==> src/rtl/uart_rx_pkg.sv <==
// Shared definitions for the UART receive peripheral: frame data width,
// receiver FSM state encoding and parity-type encodings.
package uart_rx_pkg;

   localparam int UART_DATA_W = 8;

   typedef enum logic {
      PAR_EVEN = 1'b0,
      PAR_ODD  = 1'b1
   } uart_rx_par_e;

   typedef enum logic [2:0] {
      ST_IDLE   = 3'd0,
      ST_START  = 3'd1,
      ST_DATA   = 3'd2,
      ST_PARITY = 3'd3,
      ST_STOP   = 3'd4
   } uart_rx_state_e;

endpackage

==> src/rtl/riscv_uart_rx_fifo.sv <==
// Synchronous show-ahead FIFO for received bytes.
// The head entry is always presented on o_data.
// A push is accepted when the FIFO is not full, or when a pop is accepted in
// the same cycle. A pop is ignored while the FIFO is empty.
// Ports: i_clk, i_rst_n (async active-low), i_push/i_data, i_pop,
//        o_data (head), o_empty, o_full.
module riscv_uart_rx_fifo #(
   parameter int DEPTH = 16,
   parameter int WIDTH = 8
) (
   input  logic             i_clk,
   input  logic             i_rst_n,
   input  logic             i_push,
   input  logic [WIDTH-1:0] i_data,
   input  logic             i_pop,
   output logic [WIDTH-1:0] o_data,
   output logic             o_empty,
   output logic             o_full
);

   localparam int AW = $clog2(DEPTH);
   localparam int CW = AW + 1;

   logic [WIDTH-1:0] mem_q [DEPTH];
   logic [WIDTH-1:0] mem_d [DEPTH];
   logic [AW-1:0]    wr_ptr_q, wr_ptr_d;
   logic [AW-1:0]    rd_ptr_q, rd_ptr_d;
   logic [CW-1:0]    count_q, count_d;
   logic             push_ok, pop_ok;

   assign o_empty = (count_q == '0);
   assign o_full  = (count_q == CW'(DEPTH));
   assign o_data  = mem_q[rd_ptr_q];

   always_comb begin
      pop_ok   = i_pop & ~o_empty;
      // A simultaneous pop frees a slot, so a full FIFO still accepts the push.
      push_ok  = i_push & (~o_full | pop_ok);
      mem_d    = mem_q;
      wr_ptr_d = wr_ptr_q;
      rd_ptr_d = rd_ptr_q;
      if (push_ok) begin
         mem_d[wr_ptr_q] = i_data;
         wr_ptr_d        = wr_ptr_q + AW'(1);
      end
      if (pop_ok) begin
         rd_ptr_d = rd_ptr_q + AW'(1);
      end
      count_d = count_q + CW'(push_ok) - CW'(pop_ok);
   end

   always_ff @(posedge i_clk or negedge i_rst_n) begin
      if (!i_rst_n) begin
         mem_q    <= '{default: '0};
         wr_ptr_q <= '0;
         rd_ptr_q <= '0;
         count_q  <= '0;
      end else begin
         mem_q    <= mem_d;
         wr_ptr_q <= wr_ptr_d;
         rd_ptr_q <= rd_ptr_d;
         count_q  <= count_d;
      end
   end

endmodule

==> src/rtl/riscv_uart_rx.sv <==
// UART receive peripheral (8N1 / 8E1 / 8O1).
// The RX pin is synchronised, frames are sampled at mid-bit, parity and stop
// are checked, and good bytes are queued in a show-ahead FIFO for the core.
// Optional macro UART_RX_ERR_FLAGS_EN enables the sticky par/frame/overrun
// flags and i_uart_rx_err_clr; without it the flags read 0.
// Ports: i_uart_clk, i_uart_rst_n (async active-low), i_uart_rx_sdata (pin),
//        i_uart_rx_pop, i_uart_rx_err_clr, o_uart_rx_pdata (FIFO head),
//        o_uart_rx_valid, o_uart_rx_fifo_full, o_uart_rx_busy,
//        o_uart_rx_par_err, o_uart_rx_frame_err, o_uart_rx_overrun.
//
// state     | meaning
// ST_IDLE   | line idle, waiting for rx_s low
// ST_START  | timing to mid start bit, rejects glitches
// ST_DATA   | sampling 8 data bits LSB first
// ST_PARITY | sampling parity bit
// ST_STOP   | sampling stop bit, push or discard frame
module riscv_uart_rx
   import uart_rx_pkg::*;
#(
   parameter int          FIFO_DEPTH   = 16,
   parameter logic [19:0] BAUD_DIVISOR = 20'd6945,
   parameter logic        PAR_EN       = 1'b1,
   parameter logic        PAR_TYPE     = PAR_EVEN
) (
   input  logic                   i_uart_clk,
   input  logic                   i_uart_rst_n,
   input  logic                   i_uart_rx_sdata,
   input  logic                   i_uart_rx_pop,
   input  logic                   i_uart_rx_err_clr,
   output logic [UART_DATA_W-1:0] o_uart_rx_pdata,
   output logic                   o_uart_rx_valid,
   output logic                   o_uart_rx_fifo_full,
   output logic                   o_uart_rx_busy,
   output logic                   o_uart_rx_par_err,
   output logic                   o_uart_rx_frame_err,
   output logic                   o_uart_rx_overrun
);

   localparam logic [19:0] HALF_M1 = (BAUD_DIVISOR >> 1) - 20'd1;
   localparam logic [19:0] FULL_M1 = BAUD_DIVISOR - 20'd1;

   logic [1:0]             sync_q, sync_d;
   logic                   rx_s;
   uart_rx_state_e         state_q, state_d;
   logic [19:0]            cnt_q, cnt_d;
   logic [2:0]             bit_idx_q, bit_idx_d;
   logic [UART_DATA_W-1:0] shift_q, shift_d;
   logic                   par_bad_q, par_bad_d;

   logic sample, par_mismatch, push, par_set, frame_set, overrun_set;
   logic fifo_empty, fifo_full;

   assign sync_d = {sync_q[0], i_uart_rx_sdata};
   assign rx_s   = sync_q[1];

   // State register plus the datapath flops it steers.
   always_ff @(posedge i_uart_clk or negedge i_uart_rst_n) begin
      if (!i_uart_rst_n) begin
         sync_q    <= 2'b11;
         state_q   <= ST_IDLE;
         cnt_q     <= '0;
         bit_idx_q <= '0;
         shift_q   <= '0;
         par_bad_q <= 1'b0;
      end else begin
         sync_q    <= sync_d;
         state_q   <= state_d;
         cnt_q     <= cnt_d;
         bit_idx_q <= bit_idx_d;
         shift_q   <= shift_d;
         par_bad_q <= par_bad_d;
      end
   end

   assign sample       = (cnt_q == FULL_M1);
   assign par_mismatch = ((^{shift_q, rx_s}) != PAR_TYPE);

   // Next state. The counter free-runs and is cleared on every sample point.
   always_comb begin
      state_d   = state_q;
      cnt_d     = cnt_q + 20'd1;
      bit_idx_d = bit_idx_q;
      shift_d   = shift_q;
      par_bad_d = par_bad_q;
      case (state_q)
         ST_IDLE: begin
            cnt_d     = '0;
            bit_idx_d = '0;
            par_bad_d = 1'b0;
            if (!rx_s) state_d = ST_START;
         end
         ST_START: begin
            if (cnt_q == HALF_M1) begin
               cnt_d   = '0;
               state_d = rx_s ? ST_IDLE : ST_DATA;
            end
         end
         ST_DATA: begin
            if (sample) begin
               cnt_d     = '0;
               shift_d   = {rx_s, shift_q[UART_DATA_W-1:1]};
               bit_idx_d = bit_idx_q + 3'd1;
               if (bit_idx_q == 3'd7) state_d = PAR_EN ? ST_PARITY : ST_STOP;
            end
         end
         ST_PARITY: begin
            if (sample) begin
               cnt_d     = '0;
               par_bad_d = par_mismatch;
               state_d   = ST_STOP;
            end
         end
         ST_STOP: begin
            // Returns to IDLE at once; a line still low restarts START.
            if (sample) begin
               cnt_d   = '0;
               state_d = ST_IDLE;
            end
         end
         default: state_d = ST_IDLE;
      endcase
   end

   // Outputs of the FSM: FIFO push and error events.
   always_comb begin
      push        = (state_q == ST_STOP) && sample && rx_s && !par_bad_q;
      par_set     = (state_q == ST_PARITY) && sample && par_mismatch;
      frame_set   = (state_q == ST_STOP) && sample && !rx_s;
      // A pop on a full FIFO is always accepted, so it frees the slot.
      overrun_set = push && fifo_full && !i_uart_rx_pop;
      o_uart_rx_busy = (state_q != ST_IDLE);
   end

   riscv_uart_rx_fifo #(
      .DEPTH (FIFO_DEPTH),
      .WIDTH (UART_DATA_W)
   ) u_fifo (
      .i_clk   (i_uart_clk),
      .i_rst_n (i_uart_rst_n),
      .i_push  (push),
      .i_data  (shift_q),
      .i_pop   (i_uart_rx_pop),
      .o_data  (o_uart_rx_pdata),
      .o_empty (fifo_empty),
      .o_full  (fifo_full)
   );

   assign o_uart_rx_valid     = ~fifo_empty;
   assign o_uart_rx_fifo_full = fifo_full;

`ifdef UART_RX_ERR_FLAGS_EN
   logic par_err_q, par_err_d;
   logic frame_err_q, frame_err_d;
   logic overrun_q, overrun_d;

   // A set event in the same cycle as the clear wins.
   always_comb begin
      par_err_d   = (par_err_q   & ~i_uart_rx_err_clr) | par_set;
      frame_err_d = (frame_err_q & ~i_uart_rx_err_clr) | frame_set;
      overrun_d   = (overrun_q   & ~i_uart_rx_err_clr) | overrun_set;
   end

   always_ff @(posedge i_uart_clk or negedge i_uart_rst_n) begin
      if (!i_uart_rst_n) begin
         par_err_q   <= 1'b0;
         frame_err_q <= 1'b0;
         overrun_q   <= 1'b0;
      end else begin
         par_err_q   <= par_err_d;
         frame_err_q <= frame_err_d;
         overrun_q   <= overrun_d;
      end
   end

   assign o_uart_rx_par_err   = par_err_q;
   assign o_uart_rx_frame_err = frame_err_q;
   assign o_uart_rx_overrun   = overrun_q;
`else
   logic unused_flag_sigs;
   assign unused_flag_sigs    = ^{i_uart_rx_err_clr, par_set, frame_set, overrun_set};
   assign o_uart_rx_par_err   = 1'b0;
   assign o_uart_rx_frame_err = 1'b0;
   assign o_uart_rx_overrun   = 1'b0;
`endif

endmodule

==> config.mk <==
export PLATFORM = sky130hd
export DESIGN_NAME = riscv_uart_rx
export DESIGN_NICKNAME = d
export VERILOG_FILES = /design/src/rtl/uart_rx_pkg.sv /design/src/rtl/riscv_uart_rx_fifo.sv /design/src/rtl/riscv_uart_rx.sv
export SDC_FILE = /design/constraint.sdc
export NUM_CORES = 1
export LEC_CHECK = 0
export ABC_CLOCK_PERIOD_IN_PS = 7900
export CAP_MARGIN = 20
export CORE_MARGIN = 2
export CORE_UTILIZATION = 44
export CTS_CLUSTER_DIAMETER = 60
export DETAILED_ROUTE_END_ITERATION = 10
export PLACE_DENSITY_LB_ADDON = 0.25
export SYNTH_ARGS = -nofsm -noshare
export SYNTH_HDL_FRONTEND = slang
export SYNTH_SLANG_ARGS = --single-unit
==> constraint.sdc <==
create_clock -name i_uart_clk -period 7.9 [get_ports i_uart_clk]
set_clock_uncertainty 0.2 [all_clocks]
set_input_delay 1.58 -clock i_uart_clk [delete_from_list [all_inputs] [get_ports i_uart_clk]]
set_output_delay 1.58 -clock i_uart_clk [all_outputs]
set_load 0.005 [all_outputs]
==> out/results.ini, run 1 <==
[finish]
multiInputGateArea_sq_um = 3926
area_overhead_vs_synth_pct = 10.53
fill_cells = 1691
nets = 616
drive_gt1_share_pct = 39.64
most-common-layout-cells = 175 x sky130_fd_sc_hd__dfrtp_1, 105 x sky130_fd_sc_hd__mux2_2, 40 x sky130_fd_sc_hd__mux4_2
layout.core_utilization_pct = 49.43
diodes = 0
sequential_cell_area_sq_um = 4458
mostFrequentLayoutCell = sky130_fd_sc_hd__dfrtp_1

[placed_design]
place.gp.congestion = 0.7958
place_worst_setup_slack_ns = 3.560
port-buffer-count = 14
hpwlAfterDp_mm = 10.86

[yosys]
synth-edff-count = 0
ys_dominant_reg_cell = sky130_fd_sc_hd__dfrtp_1
mappedNetlistArea_sq_um = 8675
synth_cell_types = 49
post_synth_inst_count = 598
ys_ff_latch = 178
ys.warnings.count = 0
syn-mean-instance-area_sq_um = 14.51
synth-async-reset-ratio_pct = 100.0
part_of_the_yosys_area_used_for_sequential_elements_pct = 51.38

[drt]
route.vias.total = 4694
drt-vias-per-instance = 5.377
first_pass_iters = 4
initialDrtViolationCount = 169
wl_per_cell_microns = 18.75
drcViolationCount = 0
detail_route.wirelength_mm = 16.37
antenna_left = 0

[cts]
clkTransAtPathRegs_ns = 0.07
cts_htree_levels = 4
cts_root_buffer = sky130_fd_sc_hd__clkbuf_16
clk-insertion-delay-late_ns = 0.42
postCtsHoldBufs = 0
cts-resized-gates = 0
tritoncts_clock_tree = yes
cts_max_path_buffers = 2
clock_sink_count = 178
cts_buffers = 17
postCtsSetupRepairBufs = 0

[timing]
setup_violations_final = 0
totalNegativeSetupSlack_ns = 0
timing.final.crit_period_ns = 4.721
tightestPinTransition_ns = 0.8595
grt_setup_unrepaired = no
maxSlewViolCount = 0
max_clock_freq_ghz = 0.2118
final-hold-violation-count = 0
layout_worst_path_cycle_share_pct = 59.76
timing.slew.headroom_pct = 42.70
post-route-worst-setup-slack_ns = 3.179

[floorplanning]
die-width_microns = 144.4
core_region_area_sq_um = 19400
io-pin-count = 19
num_rows = 51
design.die.area_sq_um = 20850
dieHeight_microns = 144.4
start_util_pct = 44.72

[global_routing]
grt_start_max_net_pins = 94
grt-ovfl-total = 0
number_of_antenna_violations_at_the_first_check_in_global_routing = 0
grt_pass1_wl_mm = 27.11
grt_pass1_vias = 5023
grtUsageTotal_pct = 17.33

[critical_path]
critPathMaxFanout = 35
reg2regPathDepth = 12
endpoint_kind = output pin
cp.required_ns = 6.12
worst_ep_arrival_time_ns = 2.94
worst-setup-path-type = reg2out
critPathTopFamily = multiplexers
slowest_delay_ns = 0.64
cell_breakdown_of_the_critical_path = buf_4 -> mux4_2 -> mux4_2 -> clkdlybuf4s50_1
critPathSlowestCell = sky130_fd_sc_hd__mux4_2
path_depth = 4
critPathLaunchType = flip-flop
timing.critical_path.mode_cell = sky130_fd_sc_hd__mux4_2
critical_path_buf_inv_count = 2

[pwr]
irDropWorstVdd_mv = 0.1511
power_leakage_uw = 0.004536
power_density_nw_per_um2 = 224.8

[hold_path]
hp-class = reg2reg
whs_path_depth = 0

[status]
status = finished clean

[run]
cap_violations = 0

-- cell usage after synthesis, types with 3 or more instances --
cell                         n  share of area, %
sky130_fd_sc_hd__mux2_4     32               5.5
sky130_fd_sc_hd__and4_1      3              0.30
sky130_fd_sc_hd__nor2b_1     3              0.22
sky130_fd_sc_hd__nand3_2     8              0.92
sky130_fd_sc_hd__xnor2_1    20               2.0
sky130_fd_sc_hd__o21ai_0     5              0.29
sky130_fd_sc_hd__clkbuf_1   10              0.43
sky130_fd_sc_hd__nor2_1     32               1.4
sky130_fd_sc_hd__buf_1       8              0.35
sky130_fd_sc_hd__nand4_1     9              0.65
sky130_fd_sc_hd__mux4_2     40                10
sky130_fd_sc_hd__xor2_1     16               1.6
sky130_fd_sc_hd__buf_2      14              0.81
sky130_fd_sc_hd__and2_1      4              0.29
sky130_fd_sc_hd__buf_4       7              0.61
sky130_fd_sc_hd__nand2_1    18              0.78
sky130_fd_sc_hd__ha_1       15               2.2
sky130_fd_sc_hd__and3_2      5              0.43
sky130_fd_sc_hd__dfrtp_1   176                51
sky130_fd_sc_hd__nand3_1     7              0.40
sky130_fd_sc_hd__mux2i_1     4              0.46
sky130_fd_sc_hd__nand3_4     4              0.81
sky130_fd_sc_hd__a21oi_1     4              0.23
sky130_fd_sc_hd__inv_1      18              0.78
sky130_fd_sc_hd__mux2_2    105                14
-- metal layers --
layer,track usage (%),share of wire [%],wire (microns),up-vias
met2,28.79,50,8154,48
met5,0,0,0,-
met1,23.29,46,7573,2494
li1,-,-,-,2132
met4,5.825,1.5,244,0
met3,2.848,2.4,393,20
-- metrics by stage --
stage | cell area (sq um) | cells | hold slack [ns] | total power [uW]
3_5_place_dp | 8955 | 840 | 0.1484 | 1317
6_report | 9588 | 873 | 0.1580 | 2156
2_1_floorplan | 8682 | 600 | 0.1452 | 1230
4_1_cts | 9560 | 872 | 0.1586 | 2183
3_3_place_gp | 8955 | 840 | 0.1465 | 1307
5_1_grt | 9588 | 873 | 0.1594 | 2261
-- kinds of logic (layout without fill, tap and decap cells) --
| group | after synthesis | count (layout) | synth area share, % |
|---|---|---|---|
| DFF | 178 | 178 | 51.38 |
| adders and majority gates | 16 | 16 | 2.394 |
| buffers and inverters | 61 | 69 | 3.447 |
| and+or+nand+nor | 109 | 109 | 7.717 |
| AOI/OAI and AO/OA | 16 | 16 | 1.370 |
| other | 1 | 3 | 0.04323 |
| muxes | 181 | 181 | 30.02 |
| xor gates and xnor gates | 36 | 36 | 3.635 |
-- registers in the layout (all words and copies together), names as in the netlist --
name / count
bit_idx_q: 3
cnt_q: 20
par_bad_q: 1
shift_q: 8
state_q: 3
sync_q: 2
u_fifo.count_q: 5
u_fifo.mem_q: 128
u_fifo.rd_ptr_q: 4
u_fifo.wr_ptr_q: 4
-- power breakdown --
group | internal (uW) | switching, uW | total (uW)
logic | 145 | 169 | 314
clock network | 500 | 364 | 864
registers | 939 | 39.2 | 978
total | 1580 | 573 | 2160
-- cell type report --
cell class                 instances  share of cell area [%]
inverter                          18                  0.7047
sequential                       178                   46.50
multi-input combinational        361                   40.95
tap                              265                   3.458
clock buffer                      17                   4.437
timing repair buffer              19                   2.075
clock inverter                    15                   1.879
-- final timing paths --
| path | start | to | slack, ns |
|---|---|---|---|
| min | sync_q[0] | sync_q[1] | 0.16 |
| min reg2reg | sync_q[0] | sync_q[1] | 0.16 |
| min in group asynchronous | i_uart_rst_n | u_fifo.count_q[3] | 1.04 |
| max in group asynchronous | i_uart_rst_n | sync_q[0] | 5.15 |
| max reg2reg | cnt_q[15] | u_fifo.count_q[4] | 4.31 |
| max | u_fifo.rd_ptr_q[0] | o_uart_rx_pdata[2] | 3.18 |
Note: power is estimated with default switching activity, not from simulation.
==> inputs of run 2 (changes only) <==
--- a/config.mk
+++ b/config.mk
@@ -5,7 +5,7 @@
 export SDC_FILE = /design/constraint.sdc
 export NUM_CORES = 1
 export LEC_CHECK = 0
-export ABC_CLOCK_PERIOD_IN_PS = 7900
+export ABC_CLOCK_PERIOD_IN_PS = 4350
 export CAP_MARGIN = 20
 export CORE_MARGIN = 2
 export CORE_UTILIZATION = 44
==> constraint.sdc (replaced) <==
create_clock -name i_uart_clk -period 4.35 [get_ports i_uart_clk]
set_clock_uncertainty 0.2 [all_clocks]
set_input_delay 0.87 -clock i_uart_clk [delete_from_list [all_inputs] [get_ports i_uart_clk]]
set_output_delay 0.87 -clock i_uart_clk [all_outputs]
set_load 0.005 [all_outputs]
==> out/results.ini, run 2 (synthesis results as in run 1) <==
[global_routing]
grtUsageTotal_pct = 17.61
number_of_antenna_violations_at_the_first_check_in_global_routing = 1
grt_start_max_net_pins = 76
grt-ovfl-total = 0
grt_pass1_wl_mm = 27.61
grt_pass1_vias = 5146

[timing]
whs_ns = 0.1564
post-route-worst-setup-slack_ns = 0.6227
final-hold-violation-count = 0
tightestPinTransition_ns = 0.7203
grt_setup_unrepaired = no
timing.slew.headroom_pct = 51.98
max_clock_freq_ghz = 0.2683
maxSlewViolCount = 0
timing.final.crit_period_ns = 3.727
layout_worst_path_cycle_share_pct = 85.69
totalNegativeSetupSlack_ns = 0
setup_violations_final = 0

[drt]
drt-vias-per-instance = 5.420
route.vias.total = 4732
initialDrtViolationCount = 204
antenna_left = 0
drcViolationCount = 0
wl_per_cell_microns = 19.04
first_pass_iters = 4
detail_route.wirelength_mm = 16.62

[floorplanning]
core_region_area_sq_um = 19400
start_util_pct = 44.72
dieHeight_microns = 144.4
design.die.area_sq_um = 20850
num_rows = 51
die-width_microns = 144.4
io-pin-count = 19

[pwr]
power_density_nw_per_um2 = 417.1
irDropWorstVdd_mv = 0.2746
finalPower_uw = 4013
power_leakage_uw = 0.004569

[critical_path]
critPathMaxFanout = 35
cp.required_ns = 3.28
endpoint_kind = output pin
critPathLaunchType = flip-flop
worst_ep_arrival_time_ns = 2.66
worst-setup-path-type = reg2out

[cts]
cts_root_buffer = sky130_fd_sc_hd__clkbuf_16
clkTransAtPathRegs_ns = 0.06
postCtsSetupRepairBufs = 0
postCtsHoldBufs = 0
cts_buffers = 17
cts_max_path_buffers = 2
clk-insertion-delay-late_ns = 0.42
clock_sink_count = 178
tritoncts_clock_tree = yes
cts-resized-gates = 0
cts_htree_levels = 4

[placed_design]
port-buffer-count = 14
hpwlAfterDp_mm = 11.01
place.gp.congestion = 0.8001
place_worst_setup_slack_ns = 0.9862

[finish]
largest_register_ff_count = 128
layout_top_registers = u_fifo.mem_q (128), cnt_q (20), shift_q (8)
area_overhead_vs_synth_pct = 10.93
multiInputGateArea_sq_um = 3926
drive_gt1_share_pct = 39.64
nets = 616
mostFrequentLayoutCell = sky130_fd_sc_hd__dfrtp_1
top_register = u_fifo.mem_q
sequential_cell_area_sq_um = 4458
fill_cells = 1691
most-common-layout-cells = 175 x sky130_fd_sc_hd__dfrtp_1, 105 x sky130_fd_sc_hd__mux2_2, 40 x sky130_fd_sc_hd__mux4_2
diodes = 0

[status]
status = finished clean

[hold_path]
hp-class = reg2reg

[run]
cap_violations = 0

==> run 2: metrics by stage <==
| stage | utilization [%] | area, sq um | cells |
|---|---|---|---|
| global route | 49.61 | 9623 | 873 |
| global placement | 46.33 | 8987 | 841 |
| floorplan | - | 8682 | 600 |
| detailed placement | 46.33 | 8987 | 841 |
| finish | 49.61 | 9623 | 873 |
| CTS | 49.61 | 9623 | 873 |
==> run 2: routing by layer <==
layer  vias to the layer above  global-route usage (%)  wire (microns)
met4                         2                   5.723             260
met3                        22                   3.808             623
li1                       2131                       -               -
met1                      2489                   23.28            7457
met5                         -                       0              13
met2                        88                   29.16            8267
==> run 2: cell type report <==
class,count,share of cell area (%)
flip-flops and latches,178,46.33
multi-input cells,361,40.80
clock buffers,18,4.564
well taps,265,3.446
repair buffers,19,2.119
clock inverters,14,2.041
inverters,18,0.7021
==> run 2: path summary, 6_finish.rpt <==
path / slack [ns] / to / depth (start not counted) / from
worst min register to register: 0.16 / sync_q[1] / 0 / sync_q[0]
max in group asynchronous: 2.68 / u_fifo.mem_q[108] / 2 / i_uart_rst_n
worst max register to register: 0.97 / u_fifo.mem_q[7] / 6 / cnt_q[15]
worst max-delay path: 0.62 / o_uart_rx_pdata[1] / 4 / u_fifo.rd_ptr_q[0]
min in group asynchronous: 0.28 / u_fifo.mem_q[112] / 1 / i_uart_rst_n
worst min-delay path: 0.16 / sync_q[1] / 0 / sync_q[0]
==> run 2: critical path: stages (launching register included) <==
cell and delay, ns:
sky130_fd_sc_hd__dfrtp_2 0.37, sky130_fd_sc_hd__buf_12 0.29, sky130_fd_sc_hd__mux4_2 0.60, sky130_fd_sc_hd__mux4_2 0.51, sky130_fd_sc_hd__clkdlybuf4s50_1 0.46
==> run 2: where the power goes <==
group,switching (uW),leakage [uW],internal [uW]
registers,79.9,0.00244,1700
logic,307,0.00181,273
clock network,662,0.000309,986
total,1050,0.00457,2960
